$ cat src/rtl/nearest_sphere_hit.sv
`default_nettype none
// ============================================================================
// nearest_sphere_hit -- scans a sphere table for one ray and reports the
// nearest positive hit, sharing one multiplier and one restoring sqrt unit.
// Revision: 1.0
// ============================================================================
module nearest_sphere_hit #(
    parameter int W         = 32,
    parameter int FRAC      = 16,
    parameter int N_SPHERES = 16,
    parameter int IDX_W     = $clog2(N_SPHERES)
) (
    input  logic             Clk,
    input  logic             Reset_n,
    input  logic             start,
    output logic             start_ready,
    input  logic [3*W-1:0]   ray_dir,
    input  logic [W-1:0]     tmax,
    input  logic [IDX_W:0]   num_spheres,
    output logic [IDX_W-1:0] sphere_addr,
    input  logic [3*W-1:0]   sphere_center,
    input  logic [W-1:0]     sphere_radius,
    output logic             result_valid,
    input  logic             result_ready,
    output logic             hit,
    output logic [IDX_W-1:0] hit_index,
    output logic [W-1:0]     t_hit,
    output logic             busy
);
    localparam int c_SQ_W     = (W + FRAC) / 2;
    localparam int c_SQRT_CYC = c_SQ_W;
    localparam int c_CNT_W    = (c_SQRT_CYC > 8) ? $clog2(c_SQRT_CYC) : 3;

    typedef enum logic [3:0] {
        S_IDLE   = 4'd0,
        S_FETCH  = 4'd1,
        S_LOAD   = 4'd2,
        S_MAC    = 4'd3,
        S_TEST   = 4'd4,
        S_SQRT   = 4'd5,
        S_UPDATE = 4'd6,
        S_NEXT   = 4'd7,
        S_DONE   = 4'd8
    } state_t;

    state_t r_state, w_state_nx;

    logic signed [W-1:0]   r_dx, r_dy, r_dz, r_cx, r_cy, r_cz, r_r;
    logic signed [W-1:0]   r_v, r_cc, r_vsq, r_rsq, r_tbest;
    logic [IDX_W:0]        r_n;
    logic [IDX_W-1:0]      r_idx, r_best_idx, r_hidx_o;
    logic                  r_hit, r_hit_o;
    logic [W-1:0]          r_t_o;
    logic [c_CNT_W-1:0]    r_cnt;
    logic [2*c_SQ_W-1:0]   r_rad;
    logic [c_SQ_W-1:0]     r_rem, r_root;

    logic signed [W-1:0]   w_ma, w_mb, w_mp, w_vmr, w_ccmv, w_disc, w_s, w_t;
    logic signed [2*W-1:0] w_prod;
    logic [IDX_W:0]        w_n;
    logic                  w_test_ok, w_last, w_t_better;
    logic [c_SQ_W+1:0]     w_rem_sh, w_trial;

    assign w_n = (num_spheres > (IDX_W+1)'(N_SPHERES)) ? (IDX_W+1)'(N_SPHERES) : num_spheres;

    // Operand order fixes the accumulation schedule used in S_MAC.
    always_comb begin
        w_ma = r_r;
        w_mb = r_r;
        case (r_cnt[2:0])
            3'd0:    begin w_ma = r_dx; w_mb = r_cx;  end
            3'd1:    begin w_ma = r_dy; w_mb = r_cy;  end
            3'd2:    begin w_ma = r_dz; w_mb = r_cz;  end
            3'd3:    begin w_ma = r_cx; w_mb = r_cx;  end
            3'd4:    begin w_ma = r_cy; w_mb = r_cy;  end
            3'd5:    begin w_ma = r_cz; w_mb = r_cz;  end
            3'd6:    begin w_ma = r_v;  w_mb = r_v;   end
            default: begin w_ma = r_r;  w_mb = r_r;   end
        endcase
    end

    assign w_prod     = w_ma * w_mb;
    assign w_mp       = W'(w_prod >>> FRAC);
    assign w_vmr      = r_v - r_r;
    assign w_ccmv     = r_cc - r_vsq;
    assign w_disc     = r_rsq - w_ccmv;
    assign w_test_ok  = (r_tbest > w_vmr) && (r_rsq > w_ccmv);
    assign w_rem_sh   = {r_rem, r_rad[2*c_SQ_W-1 -: 2]};
    assign w_trial    = {r_root, 2'b01};
    assign w_s        = {{(W-c_SQ_W){1'b0}}, r_root};
    assign w_t        = r_v - w_s;
    assign w_t_better = !w_t[W-1] && (w_t != '0) && (w_t < r_tbest);
    assign w_last     = ({1'b0, r_idx} == (r_n - (IDX_W+1)'(1)));

    always_ff @(posedge Clk or negedge Reset_n) begin
        if (!Reset_n) r_state <= S_IDLE;
        else          r_state <= w_state_nx;
    end

    always_comb begin
        w_state_nx = r_state;
        case (r_state)
            S_IDLE:   if (start) w_state_nx = (w_n == '0) ? S_DONE : S_FETCH;
            S_FETCH:  w_state_nx = S_LOAD;
            S_LOAD:   w_state_nx = S_MAC;
            S_MAC:    if (r_cnt == c_CNT_W'(7)) w_state_nx = S_TEST;
            S_TEST:   w_state_nx = w_test_ok ? S_SQRT : S_NEXT;
            S_SQRT:   if (r_cnt == c_CNT_W'(c_SQRT_CYC - 1)) w_state_nx = S_UPDATE;
            S_UPDATE: w_state_nx = S_NEXT;
            S_NEXT:   w_state_nx = w_last ? S_DONE : S_FETCH;
            S_DONE:   if (result_ready) w_state_nx = S_IDLE;
            default:  w_state_nx = S_IDLE;
        endcase
    end

    always_ff @(posedge Clk or negedge Reset_n) begin
        if (!Reset_n) begin
            r_dx <= '0; r_dy <= '0; r_dz <= '0;
            r_cx <= '0; r_cy <= '0; r_cz <= '0; r_r <= '0;
            r_v <= '0; r_cc <= '0; r_vsq <= '0; r_rsq <= '0; r_tbest <= '0;
            r_n <= '0; r_idx <= '0; r_best_idx <= '0; r_hit <= 1'b0;
            r_hit_o <= 1'b0; r_hidx_o <= '0; r_t_o <= '0;
            r_cnt <= '0; r_rad <= '0; r_rem <= '0; r_root <= '0;
        end else begin
            case (r_state)
                S_IDLE: if (start) begin
                    r_dx       <= ray_dir[3*W-1:2*W];
                    r_dy       <= ray_dir[2*W-1:W];
                    r_dz       <= ray_dir[W-1:0];
                    r_tbest    <= tmax;
                    r_n        <= w_n;
                    r_idx      <= '0;
                    r_best_idx <= '0;
                    r_hit      <= 1'b0;
                    // An empty scan goes straight to DONE, so publish its result now.
                    if (w_n == '0) begin
                        r_hit_o  <= 1'b0;
                        r_hidx_o <= '0;
                        r_t_o    <= tmax;
                    end
                end
                S_LOAD: begin
                    r_cx  <= sphere_center[3*W-1:2*W];
                    r_cy  <= sphere_center[2*W-1:W];
                    r_cz  <= sphere_center[W-1:0];
                    r_r   <= sphere_radius;
                    r_cnt <= '0;
                end
                S_MAC: begin
                    case (r_cnt[2:0])
                        3'd0:      r_v   <= w_mp;
                        3'd1,3'd2: r_v   <= r_v + w_mp;
                        3'd3:      r_cc  <= w_mp;
                        3'd4,3'd5: r_cc  <= r_cc + w_mp;
                        3'd6:      r_vsq <= w_mp;
                        default:   r_rsq <= w_mp;
                    endcase
                    r_cnt <= r_cnt + c_CNT_W'(1);
                end
                S_TEST: begin
                    r_rad  <= {w_disc, {FRAC{1'b0}}};
                    r_rem  <= '0;
                    r_root <= '0;
                    r_cnt  <= '0;
                end
                S_SQRT: begin
                    r_rad <= {r_rad[2*c_SQ_W-3:0], 2'b00};
                    if (w_rem_sh >= w_trial) begin
                        r_rem  <= c_SQ_W'(w_rem_sh - w_trial);
                        r_root <= {r_root[c_SQ_W-2:0], 1'b1};
                    end else begin
                        r_rem  <= w_rem_sh[c_SQ_W-1:0];
                        r_root <= {r_root[c_SQ_W-2:0], 1'b0};
                    end
                    r_cnt <= r_cnt + c_CNT_W'(1);
                end
                S_UPDATE: if (w_t_better) begin
                    r_tbest    <= w_t;
                    r_hit      <= 1'b1;
                    r_best_idx <= r_idx;
                end
                S_NEXT: begin
                    if (w_last) begin
                        r_hit_o  <= r_hit;
                        r_hidx_o <= r_best_idx;
                        r_t_o    <= r_tbest;
                    end else begin
                        r_idx <= r_idx + IDX_W'(1);
                    end
                end
                default: ;
            endcase
        end
    end

    assign start_ready  = (r_state == S_IDLE);
    assign busy         = (r_state != S_IDLE);
    assign result_valid = (r_state == S_DONE);
    assign sphere_addr  = r_idx;
    assign hit          = r_hit_o;
    assign hit_index    = r_hidx_o;
    assign t_hit        = r_t_o;

endmodule
`default_nettype wire

$ cat config.mk
export PLATFORM = sky130hd
export DESIGN_NAME = nearest_sphere_hit
export DESIGN_NICKNAME = d
export VERILOG_FILES = /design/src/rtl/nearest_sphere_hit.sv
export SDC_FILE = /design/constraint.sdc
export NUM_CORES = 2
export LEC_CHECK = 0
export BUFFER_PORTS_ARGS = -buffer_cell sky130_fd_sc_hd__buf_2
export CAP_MARGIN = 5
export CORE_ASPECT_RATIO = 0.6
export CORE_MARGIN = 1.5
export CORE_UTILIZATION = 55
export DETAILED_ROUTE_END_ITERATION = 7
export PLACE_DENSITY = 0.75
export REMOVE_ABC_BUFFERS = 1
export SKIP_CTS_REPAIR_TIMING = 1
export SYNTH_ARGS = -nofsm -noshare
export SYNTH_HDL_FRONTEND = slang
export SYNTH_SLANG_ARGS = --single-unit
export TNS_END_PERCENT = 100
$ cat constraint.sdc
create_clock -name Clk -period 11.65 [get_ports Clk]
set_input_delay 2.33 -clock Clk [delete_from_list [all_inputs] [get_ports Clk]]
set_output_delay 2.33 -clock Clk [all_outputs]
set_load 0.05 [all_outputs]
# After elaboration in Yosys (flattened, before gate mapping)
# Index checks and enable logic that the tools add are counted.
# op_classes
n_addsub	10
n_mul	1
n_lt_le_gt_ge	5
n_eq_ne	25
mux	42
bitwise	1
reduce_logical	32
# op_table
op	count
$pmux 32 s2	4
$pmux 32 s7	1
$mux 32	5
$pmux 32 s4	1
$pmux 24 s2	2
$pmux 48 s2	1
$sub 32x32->32	3
$add 32x32->32	2
$gt 32x32->1	2
$mul 32x32->48	1
$mux 4	12
$pmux 4 s9	1
$lt 32x32->1	1
$reduce_bool 32->1	1
$sub 32x25->32	1
$ge 26x26->1	1
$mux 24	1
$pmux 4 s2	3
$sub 24x24->24	1
$eq 4x3->1 const B	4
$reduce_or 2->1	7
$ne 2x2->1 const B	6
$reduce_bool 2->1	6
$pmux 5 s2	1
29 further kinds	48
# word_totals
regBits	540
in_bits	265
out_inout_bits	44
elab_cells	140

# Logic depth before layout (Yosys ltp)
# logic_depth
word_depth	6
ltp_mapped	57
ltp_nobuf	52

# Worst setup path after synthesis
# Ideal clock, no wire load.
# synth_path
kind	flip-flop to flip-flop
start	register r_cnt[0]
end	register r_cc[31]
setup_time_ns	0.124
t_arrival_ns	12.375
path_slack_ns	-0.849
path_stages_with_launch	52
path_buffers	6
cell_sequence	dfrtp_1 ha_1 ha_1 or4_1 clkbuf_1 buf_2 clkbuf_1 clkbuf_1 clkbuf_1 o21ai_1 clkbuf_1 nor2_1 fa_1 fa_1 fa_1 inv_1 fa_1 inv_1 [16 not listed] inv_1 ha_1 a21oi_1 nor2_1 nor2_1 and3_1 o21ai_1 a221oi_1 o31ai_1 a31oi_1 o31ai_1 a21o_1 a21oi_1 nor2_1 a211oi_1 o21ai_0 mux4_2 a211o_1
# synth_via
elab_chain_cells	6
elab_cells_between_ends	18
classes_between	add/sub: 1; mul: 1; eq/ne: 6; mux: 3; reduce/logical: 7
# synth_lines
item	line	text
start: declaration	54	logic [c_CNT_W-1:0] r_cnt;
start signal: assignment	158	r_cnt <= r_cnt + c_CNT_W'(1);
start signal: assignment	175	r_cnt <= r_cnt + c_CNT_W'(1);
$eq 3x3->1, or another cell as far along	70	case (r_cnt[2:0])
$reduce_or 2->1 (no source line)	--	
$pmux 32 s4	70	
$mul 32x32->48 (*)	82	assign w_prod = w_ma * w_mb;
net w_prod[25]	59	logic signed [2*W-1:0] w_prod;
$add 32x32->32 (*)	154	3'd4,3'd5: r_cc <= r_cc + w_mp;
$pmux 32 s2 (*)	150	case (r_cnt[2:0])
end signal: assignment	153	3'd3: r_cc <= w_mp;
end signal: assignment	154	
end: declaration	49	logic signed [W-1:0] r_v, r_cc, r_vsq, r_rsq, r_tbest;
# Mark *: on every way through the listed nets, which the timed path passes. The rest lies on a longest branch.
# A chain may end at the register's enable or synchronous reset.

# Final worst setup path
# layout_path
start	register r_cnt[2]
end	register r_cc[31]
# Same word-level chain as after synthesis.

==> out/qor.yml <==
synth:
  netlist_instances: 7142
  ys_warn_count: 0
  synth-seq-cells: 524
  synthFlopType: "dfrtp_1"
  syn_avg_cell_area_um2: 8.796
  ys_types: 85
  async_flop_share_pct: 100.0
  syn_area_um2: 62820
  synth_enable_flop_cells: 0
  ys_seq_area_share_pct: 20.87
route:
  drtIter0Drc: 7133
  drc: 12
  dr.pass1.iters: 8
  antenna_left: 0
  vias: 57502
  totalWireLength_um: 262100
  wl_per_cell_um: 27.44
  via_per_inst: 6.019
critical_path:
  cpMostUsedCell: "fa_1"
  crit_family: "adder cells"
  crit_path_top_delay_cell: "fa_2"
  r2r_setup_slack_ps: 60
  cp.arrival_ps: 12140
  path_max_fanout: 24
  crit_path_start_kind: "flop"
  worst_path_largest_cell_delay_ps: 600
  path_class: "flop to flop"
  critPathBufInv: 11
  crit_required_ps: 12210
  cp-end-kind: "flop"
clocking:
  clkTransAtPathRegs_ps: 70
  cts.path.max_buffers: 3
  cts.sinks: 524
  cts_made_buffers: 55
  cts_tree: "yes"
  cts_max_level: 2
  insertion_delay_ps: 700
  clock-root-buffer: "clkbuf_16"
global_routing:
  grt_pass1_vias: 55859
  grt_usage_pct: 44.64
  grt_max_degree: 173
  grt_first_pass_wirelength_um: 376900
  antenna_found_initial: 38
  gr-total-overflow: 0
place:
  portBuffers: 308
  dp_hpwl_um: 217600
  place_congestion: 1.139
  place_area_um2: 71550
cells_and_area:
  fill_cells: 9084
  mostFrequentLayoutCells: "1034 x inv_1, 961 x nand2_1, 798 x fa_1"
  syn_to_final_growth_pct: 20.72
  regArea_um2: 13120
  layout_commonest_cell: "inv_1"
  design_area_um2: 75840
  layout-drive-gt1-share_pct: 21.41
  nNetsFinal: 9533
  multi_input_area_um2: 45940
run_status:
  outcome: "finished, violations left"
  failed_checks: "design-rule violations"
timing:
  tightest_slew_ps: 1230
  fmax_mhz: 86.29
  clock_skew_ps: 70.13
  period_share_pct: 99.47
  final.min_clock_period_ps: 11590
  maxSlewHeadroom_pct: 18.02
  timing.final.hold_violations: 0
  rsz0062_at_grt: "yes"
  finalSetupViolations: 0
  drv_slew: 0
job:
  drv_cap: 0
floorplan:
  dieArea_um2: 116300
  rows: 95
  io_pins: 309
  core-area_um2: 112600
  initial_utilization_pct: 55.81
  die_h_um: 264.8
  die_w_um: 439.3
worst_hold_path:
  min_path_type: "flop to flop"
==> per-layer routing <==
layer	track usage (%)	part of all wire, %
met1	64.26	41
met2	54.92	36
met3	25.55	19
met4	13.83	3.7
met5	2.854	0.17
==> path summary, 6_finish.rpt <==
kind | start | end | cells past startpoint
setup / recovery | r_cnt[2] | r_cc[31] | 44
hold / removal | t_hit[5] | t_hit[5] | 2
hold reg to reg | t_hit[5] | t_hit[5] | 2
max in group asynchronous | Reset_n | r_cz[9] | 3
min in group asynchronous | Reset_n | r_rad[17] | 1
setup reg to reg | r_cnt[2] | r_cc[31] | 44
==> per-stage QoR <==
stage / setup slack (ps) / std cells / setup TNS (ps) / util [%] / hold slack [ps]
2_1_floorplan: -3834 / 6804 / -226250 / - / 438.5
3_3_place_gp: -541.3 / 9349 / -2626 / 63.56 / 455.1
3_5_place_dp: -610.1 / 9349 / -3851 / 63.56 / 459.9
4_1_cts: -720.6 / 9451 / -4912 / 65.33 / 477.2
5_1_grt: -153.1 / 9539 / -1069 / 67.34 / 490.9
6_report: 61.66 / 9553 / 0 / 67.37 / 474.4
==> layout make-up <==
type	instances	area share, %
Tap cell	1503	2.480
Inverter	1054	5.217
Clock buffer	76	2.130
Antenna cell	30	0.09899
Sequential cell	524	17.30
Clock inverter	26	0.4983
Multi-Input combinational cell	5229	60.58
Timing Repair Buffer	1111	11.69
==> kinds of logic (layout without fill, tap and decap cells) <==
group | after synthesis | after routing | synth area share (%)
other | 0 | 30 | 0
flip-flops | 524 | 524 | 20.87
XOR/XNOR | 250 | 250 | 3.515
buffers and inverters | 1392 | 2267 | 8.425
AO/OA/AOI/OAI | 1230 | 1230 | 12.09
adder cells (fa/ha/maj) | 1293 | 1293 | 35.84
multiplexers | 268 | 269 | 4.662
AND/OR/NAND/NOR | 2185 | 2187 | 14.60
==> cells in the mapped netlist, drive strengths merged, types with 13 or more instances <==
cell type,n,area [µm²]
and3,20,125.1
a31oi,23,143.9
o31ai,21,157.7
a21boi,15,112.6
o21a,83,623.1
xor2,80,700.7
a21oi,318,1618
nand4,43,269.0
nor2,781,2937
mux2,184,2076
a21o,90,675.7
a211oi,20,155.1
buf,38,210.2
and2,14,87.58
nand3,108,540.5
ha,449,5618
clkbuf,300,1126
nor2b,43,269.0
dfrtp,524,13110
or2,30,187.7
nand2,968,3633
o21bai,36,274.0
a22oi,101,763.2
or3,15,93.84
nand2b,66,412.9
o21ai,429,2155
a222oi,13,130.1
xnor2,170,1508
fa,844,16900
nor3,57,285.3
mux2i,83,830.8
inv,1053,3953
==> worst reg2reg max path: cells and delay by family, from the launching register on <==
kind / cells / cell delay [ps]
simple gates: 8 / 1380
fa+ha+maj: 10 / 4860
xor+xnor: 1 / 130
mux: 2 / 630
flops: 1 / 460
compound gates: 12 / 2280
buf+inv: 11 / 1720
Power is left out: the tool's default activity adds up to more than one toggle a clock period on the data nets, which glitch-free logic cannot reach.
